==> src/rtl/div_seq_pkg.sv <==
// Shared types and default sizes for the div_int operand sequencer.
package div_seq_pkg;

    localparam int unsigned SEQ_WIDTH = 4;
    localparam int unsigned SEQ_DEPTH = 4;
    localparam int unsigned SEQ_TAG_W = 4;

    typedef enum logic [1:0] {
        IDLE  = 2'd0,
        ISSUE = 2'd1,
        WAIT  = 2'd2
    } seq_state_t;

    // Queued request: operands plus the tag assigned at acceptance
    typedef struct packed {
        logic [SEQ_WIDTH-1:0] x;
        logic [SEQ_WIDTH-1:0] y;
        logic [SEQ_TAG_W-1:0] tag;
    } op_t;

    // Collected divider result with the tag of its request
    typedef struct packed {
        logic [SEQ_WIDTH-1:0] q;
        logic [SEQ_WIDTH-1:0] r;
        logic                 dbz;
        logic [SEQ_TAG_W-1:0] tag;
    } res_t;

endpackage

==> src/rtl/div_seq_fifo.sv <==
// Synchronous FIFO of op_t requests; count is the only status register.
module div_seq_fifo
    import div_seq_pkg::*;
#(
    parameter  int unsigned DEPTH = SEQ_DEPTH,
    localparam int unsigned PTR_W = $clog2(DEPTH),
    localparam int unsigned CNT_W = PTR_W + 1
) (
    input  logic             clk,
    input  logic             rst_n,
    input  logic             i_push,
    input  op_t              i_data,
    input  logic             i_pop,
    output op_t              o_head_c,
    output logic [CNT_W-1:0] o_count
);

    op_t              r_mem [DEPTH];
    logic [PTR_W-1:0] r_wr_ptr;
    logic [PTR_W-1:0] r_rd_ptr;
    logic [CNT_W-1:0] r_count;
    logic             w_full;
    logic             w_empty;
    logic             w_wr_en;
    logic             w_rd_en;

    assign w_full  = (r_count == CNT_W'(DEPTH));
    assign w_empty = (r_count == '0);
    // A push into a full FIFO is dropped here; the producer is gated by count anyway
    assign w_wr_en = i_push && !w_full;
    assign w_rd_en = i_pop && !w_empty;

    // Storage array, no reset needed: entries are only read when counted valid
    always_ff @(posedge clk) begin
        if (w_wr_en) begin
            r_mem[r_wr_ptr] <= i_data;
        end
    end

    // Pointers and occupancy count
    always_ff @(posedge clk or negedge rst_n) begin
        if (!rst_n) begin
            r_wr_ptr <= '0;
            r_rd_ptr <= '0;
            r_count  <= '0;
        end else begin
            if (w_wr_en) begin
                r_wr_ptr <= r_wr_ptr + PTR_W'(1);
            end
            if (w_rd_en) begin
                r_rd_ptr <= r_rd_ptr + PTR_W'(1);
            end
            case ({w_wr_en, w_rd_en})
                2'b10:   r_count <= r_count + CNT_W'(1);
                2'b01:   r_count <= r_count - CNT_W'(1);
                default: r_count <= r_count;
            endcase
        end
    end

    assign o_head_c = r_mem[r_rd_ptr];
    assign o_count  = r_count;

endmodule

==> src/rtl/div_int_seq.sv <==
// Operand sequencer and result collector wrapped around div_int.
module div_int_seq
    import div_seq_pkg::*;
#(
    parameter int unsigned WIDTH = SEQ_WIDTH,
    parameter int unsigned DEPTH = SEQ_DEPTH,
    parameter int unsigned TAG_W = SEQ_TAG_W
) (
    input  logic             clk,
    input  logic             rst_n,
    input  logic             in_valid,
    output logic             in_ready,
    input  logic [WIDTH-1:0] in_x,
    input  logic [WIDTH-1:0] in_y,
    output logic             div_start,
    output logic [WIDTH-1:0] div_x,
    output logic [WIDTH-1:0] div_y,
    input  logic             div_busy,
    input  logic             div_valid,
    input  logic             div_dbz,
    input  logic [WIDTH-1:0] div_q,
    input  logic [WIDTH-1:0] div_r,
    output logic             res_valid,
    input  logic             res_ready,
    output logic [WIDTH-1:0] res_q,
    output logic [WIDTH-1:0] res_r,
    output logic             res_dbz,
    output logic [TAG_W-1:0] res_tag
);

    localparam int unsigned CNT_W = $clog2(DEPTH) + 1;

    seq_state_t       r_state;
    seq_state_t       w_state_nxt;
    logic [TAG_W-1:0] r_in_tag;
    logic [TAG_W-1:0] r_iss_tag;
    logic             r_div_start;
    logic [WIDTH-1:0] r_div_x;
    logic [WIDTH-1:0] r_div_y;
    res_t             r_res;
    logic             r_res_valid;
    op_t              w_push_op;
    op_t              w_head;
    logic [CNT_W-1:0] w_fifo_count;
    logic             w_fifo_empty;
    logic             w_push;
    logic             w_pop;
    logic             w_issue;
    logic             w_capture;

    // in_ready depends on the FIFO count register alone
    assign in_ready     = (w_fifo_count != CNT_W'(DEPTH));
    assign w_fifo_empty = (w_fifo_count == '0);
    assign w_push       = in_valid && in_ready;
    assign w_push_op    = '{x: in_x, y: in_y, tag: r_in_tag};

    div_seq_fifo #(
        .DEPTH (DEPTH)
    ) u_fifo (
        .clk      (clk),
        .rst_n    (rst_n),
        .i_push   (w_push),
        .i_data   (w_push_op),
        .i_pop    (w_pop),
        .o_head_c (w_head),
        .o_count  (w_fifo_count)
    );

    // Acceptance-order tag, wraps naturally
    always_ff @(posedge clk or negedge rst_n) begin
        if (!rst_n) begin
            r_in_tag <= '0;
        end else if (w_push) begin
            r_in_tag <= r_in_tag + TAG_W'(1);
        end
    end

    // FSM state register
    always_ff @(posedge clk or negedge rst_n) begin
        if (!rst_n) begin
            r_state <= IDLE;
        end else begin
            r_state <= w_state_nxt;
        end
    end

    // FSM next state and control strobes; issue only when the result slot will be free
    always_comb begin
        w_state_nxt = r_state;
        w_issue     = 1'b0;
        w_pop       = 1'b0;
        w_capture   = 1'b0;
        unique case (r_state)
            IDLE: begin
                if (!w_fifo_empty && !div_busy && (!r_res_valid || res_ready)) begin
                    w_issue     = 1'b1;
                    w_state_nxt = ISSUE;
                end
            end
            ISSUE: begin
                w_pop       = 1'b1;
                w_state_nxt = WAIT;
            end
            WAIT: begin
                if (div_valid) begin
                    w_capture   = 1'b1;
                    w_state_nxt = IDLE;
                end
            end
            default: begin
                w_state_nxt = IDLE;
            end
        endcase
    end

    // Divider-side registers: operands loaded entering ISSUE so they are valid with the start pulse
    always_ff @(posedge clk or negedge rst_n) begin
        if (!rst_n) begin
            r_div_start <= 1'b0;
            r_div_x     <= '0;
            r_div_y     <= '0;
            r_iss_tag   <= '0;
        end else begin
            r_div_start <= w_issue;
            if (w_issue) begin
                r_div_x   <= w_head.x;
                r_div_y   <= w_head.y;
                r_iss_tag <= w_head.tag;
            end
        end
    end

    // Result holding register; capture wins over drain so drain+reload keeps valid high
    always_ff @(posedge clk or negedge rst_n) begin
        if (!rst_n) begin
            r_res       <= '0;
            r_res_valid <= 1'b0;
        end else begin
            if (w_capture) begin
                r_res       <= '{q: div_q, r: div_r, dbz: div_dbz, tag: r_iss_tag};
                r_res_valid <= 1'b1;
            end else if (res_ready) begin
                r_res_valid <= 1'b0;
            end
        end
    end

    assign div_start = r_div_start;
    assign div_x     = r_div_x;
    assign div_y     = r_div_y;
    assign res_valid = r_res_valid;
    assign res_q     = r_res.q;
    assign res_r     = r_res.r;
    assign res_dbz   = r_res.dbz;
    assign res_tag   = r_res.tag;

endmodule

==> config.mk <==
export PLATFORM = sky130hd
export DESIGN_NAME = div_int_seq
export DESIGN_NICKNAME = d
export VERILOG_FILES = /design/src/rtl/div_seq_pkg.sv /design/src/rtl/div_seq_fifo.sv /design/src/rtl/div_int_seq.sv
export SDC_FILE = /design/constraint.sdc
export NUM_CORES = 1
export LEC_CHECK = 0
export BUFFER_PORTS_ARGS = -buffer_cell sky130_fd_sc_hd__buf_4
export CAP_MARGIN = 20
export CORE_ASPECT_RATIO = 0.7
export CORE_MARGIN = 8
export CORE_UTILIZATION = 38
export DETAILED_ROUTE_END_ITERATION = 8
export PLACE_DENSITY = 0.62
export SYNTH_ARGS = -nofsm -noshare
export SYNTH_HDL_FRONTEND = slang
export SYNTH_HIERARCHICAL = 1
export SYNTH_SLANG_ARGS = --single-unit
==> constraint.sdc <==
create_clock -name clk -period 3.2 [get_ports clk]
set_clock_uncertainty 0.15 [all_clocks]
set_input_delay 0.16 -clock clk [delete_from_list [all_inputs] [get_ports clk]]
set_output_delay 0.16 -clock clk [all_outputs]
set_load 0.01 [all_outputs]
==> flow_summary.toml <==
[clock_tree]
numCtsBuffers = 9
clk_pin_slew_ns = 0.06
clockRootBuffer = "clkbuf_16"
cts_tree = "done"
cts_resized = 0
cts.sink_count = 88
cts_setup_buffers = 0
clk-insertion-delay-late_ns = 0.33
h-tree-depth = 3
cts_buffer_depth = 2

[timing]
worst_pin_slew_ns = 0.697
setup_violations = 0
fin_crit_ns = 2.59
clock.fmax_mhz = 386
fin_crit_sh_pct = 81.1
slew-limit-headroom_pct = 53.4
report.final.hold_viol_count = 0
final_max_slew_viol_count = 0
fin_hold_ws_ns = 0.0223
fin_tns_setup_ns = 0
setup_ws_ns = 0.606
grt_setup_unrepaired = "no"

[critical_path]
slowest_delay_ns = 0.51
crit_path_end_kind = "flop"
cp-start-kind = "flop"
crit_fanout = 7
crit_type = "flop to flop"
cp_cell_sequence = "or3b_4 -> nand2_2 -> inv_1 -> inv_1 -> a31oi_4 -> inv_1 -> ha_1 -> inv_1 -> fa_1 -> xor2_1 -> nor2_1 -> xor2_1"
crit_top_cell = "inv_1"
worst_path_max_delay_cell = "dfrtp_1"
worst-endpoint-arrival_ns = 2.70
cp.required_ns = 3.30

[synth]
ys_types = 32
yosys_warnings = 6
synth-seq-area-share_pct = 69.4
synth_edf_count = 48
syn_avg_cell_area_um2 = 19.6
synth_area_leaders = "edfxtp_1, dfrtp_1, mux2_2"
synth-seq-cells = 88
syn_nets = 209
synth_cells = 179
synth.largest_area_cell = "edfxtp_1"
synth_area_um2 = 3520
synth_ff_type = "edfxtp_1"
synth_top_area_share_pct = 41.0
synth-async-reset-ratio_pct = 45.5

[route]
drtIter0Drc = 107
via_per_inst = 4.49
wl_mm = 5.89
vias = 1709
drc = 0
dr.pass1.iters = 4
routedWlPerCell_um = 15.5
ant_nets = 0

[place]
gp_congestion = 0.700
pre_cts_ws_ns = 0.596
io_buffers = 46
dpl.hpwl_mm = 3.97

[run]
cap_violations = 0

[cells_and_area]
area_delta_synth_final_pct = 28.5
final_util_pct = 50.0
multiInputGateArea_um2 = 983
antenna_cells = 0
regArea_um2 = 2440
fin_nets = 282
fillers = 746
drive_above_1_share_pct = 40.5

[power_and_ir_drop]
p_per_area_nw_per_um2 = 986
p_total_mw = 4.46
leakage_nw = 1.82
ir_drop_mv = 0.342

[global_route]
grtUsageTotal_pct = 10.2
grt_antenna_before_repair = 0
grt_max_degree = 41
grt_overflow = 0
first_global_vias = 1811
grt_pass1_wl_mm = 9.34

[min_path]
hold_class = "input port to flop"

[floorplanning]
dieArea_um2 = 12600
io_pins = 47
floorplan.initialDensity_pct = 38.9
die_w_um = 131
core-area_um2 = 9030
die_h_um = 96.5
fp-row-count = 29

[outcome]
status = "finished, final reports clean"
-- cell families (layout without fill, tap and decap cells) --
kind of cell / count (synthesis) / count (layout) / synth area share, %
buffers and inverters: 13 / 91 / 2.60
adders and majority gates: 7 / 7 / 2.70
and+or+nand+nor: 18 / 18 / 3.24
muxes: 40 / 40 / 18.0
xor gates and xnor gates: 9 / 9 / 2.24
DFF: 88 / 88 / 69.4
AOI/OAI and AO/OA: 4 / 4 / 1.78
-- worst paths after layout --
path / endpoint / slack, ns / cells past startpoint / from
min in group asynchronous: div_x[2] / 0.19 / 2 / rst_n
min reg2reg: res_q[2] / 0.35 / 1 / res_q[2]
max in group asynchronous: r_in_tag[0] / 2.35 / 2 / rst_n
max reg2reg: u_fifo/o_count[2] / 0.61 / 12 / u_fifo/o_count[2]
min: res_valid / 0.02 / 3 / res_ready
max: u_fifo/o_count[2] / 0.61 / 12 / u_fifo/o_count[2]
-- metrics by stage --
stage	cells	area, um^2
floorplan	179	3520
global placement	345	3960
detailed placement	345	3960
CTS	381	4520
global route	381	4520
finish	381	4520
-- final cells by class --
type,instances,share of cell area [%]
clock buffers,11,5.62
clock inverters,5,2.27
inverters,8,0.664
multi-input cells,78,21.8
flip-flops and latches,88,54.0
well taps,124,3.43
repair buffers,67,12.2
-- power by group --
| part | internal (mW) | switching, mW |
|---|---|---|
| sequential | 1.64 | 0.287 |
| combinational | 0.783 | 0.535 |
| clock | 0.808 | 0.401 |
| total | 3.23 | 1.22 |
-- worst max-delay path: cells and delay by family, from the launching register on --
| kind | cells | cell delay, ns |
|---|---|---|
| XOR/XNOR | 2 | 0.31 |
| adder cells (fa/ha/maj) | 2 | 0.55 |
| flip-flops | 1 | 0.51 |
| AO/OA/AOI/OAI | 1 | 0.06 |
| AND/OR/NAND/NOR | 3 | 0.68 |
| buffers and inverters | 4 | 0.27 |
-- cells in the mapped netlist (all sizes together) (2+ instances only) --
library cell and number:
edfxtp 48, dfrtp 40, mux2 27, mux4 12, inv 8, ha 6
xnor2 6, buf 5, and2 4, nand2 3, xor2 3, nand3 2
o311a 2
-- repair_timing --
item                                   CTS  global route
setup endpoints to repair                0             0
hold buffers                            20             0
endpoints found under the hold margin   84             0
-- placed cells by master (no fill, tap or decap) --
cell,instances
edfxtp_1,48
buf_4,47
dfrtp_1,40
dlygate4sd3_1,20
mux2_2,18
clkbuf_16,10
mux2_4,9
inv_1,8
mux4_2,8
xnor2_1,6
ha_1,6
mux4_1,4
and2_1,4
bufinv_16,3
xor2_1,3
nand3_1,2
nand2_1,2
or3b_4,1
nand2_2,1
nor2b_1,1
nand2b_1,1
nor3_2,1
o311a_4,1
and3_1,1
nor3b_1,1
or2_2,1
nand3b_1,1
o311a_2,1
clkinv_2,1
clkinvlp_4,1
clkbuf_1,1
o31a_1,1
a31oi_4,1
mux2i_1,1
nor2_1,1
fa_1,1
-- metal layers --
| metal | vias up | share of wire [%] | GRT usage [%] |
|---|---|---|---|
| li1 | 823 | - | - |
| met1 | 842 | 47 | 12.9 |
| met2 | 36 | 45 | 15.2 |
| met3 | 8 | 7.0 | 4.61 |
| met4 | 0 | 1.3 | 3.71 |
| met5 | - | 0 | 0 |
-- state kept, by name (all words and copies together) (netlist names), 3 cells and up --
name,flops
res_tag,4
res_q,4
u_fifo/o_count,3
res_r,4
div_y,4
r_iss_tag,4
u_fifo/r_mem,48
r_in_tag,4
div_x,4
Note: power is estimated with default switching activity, not from simulation.
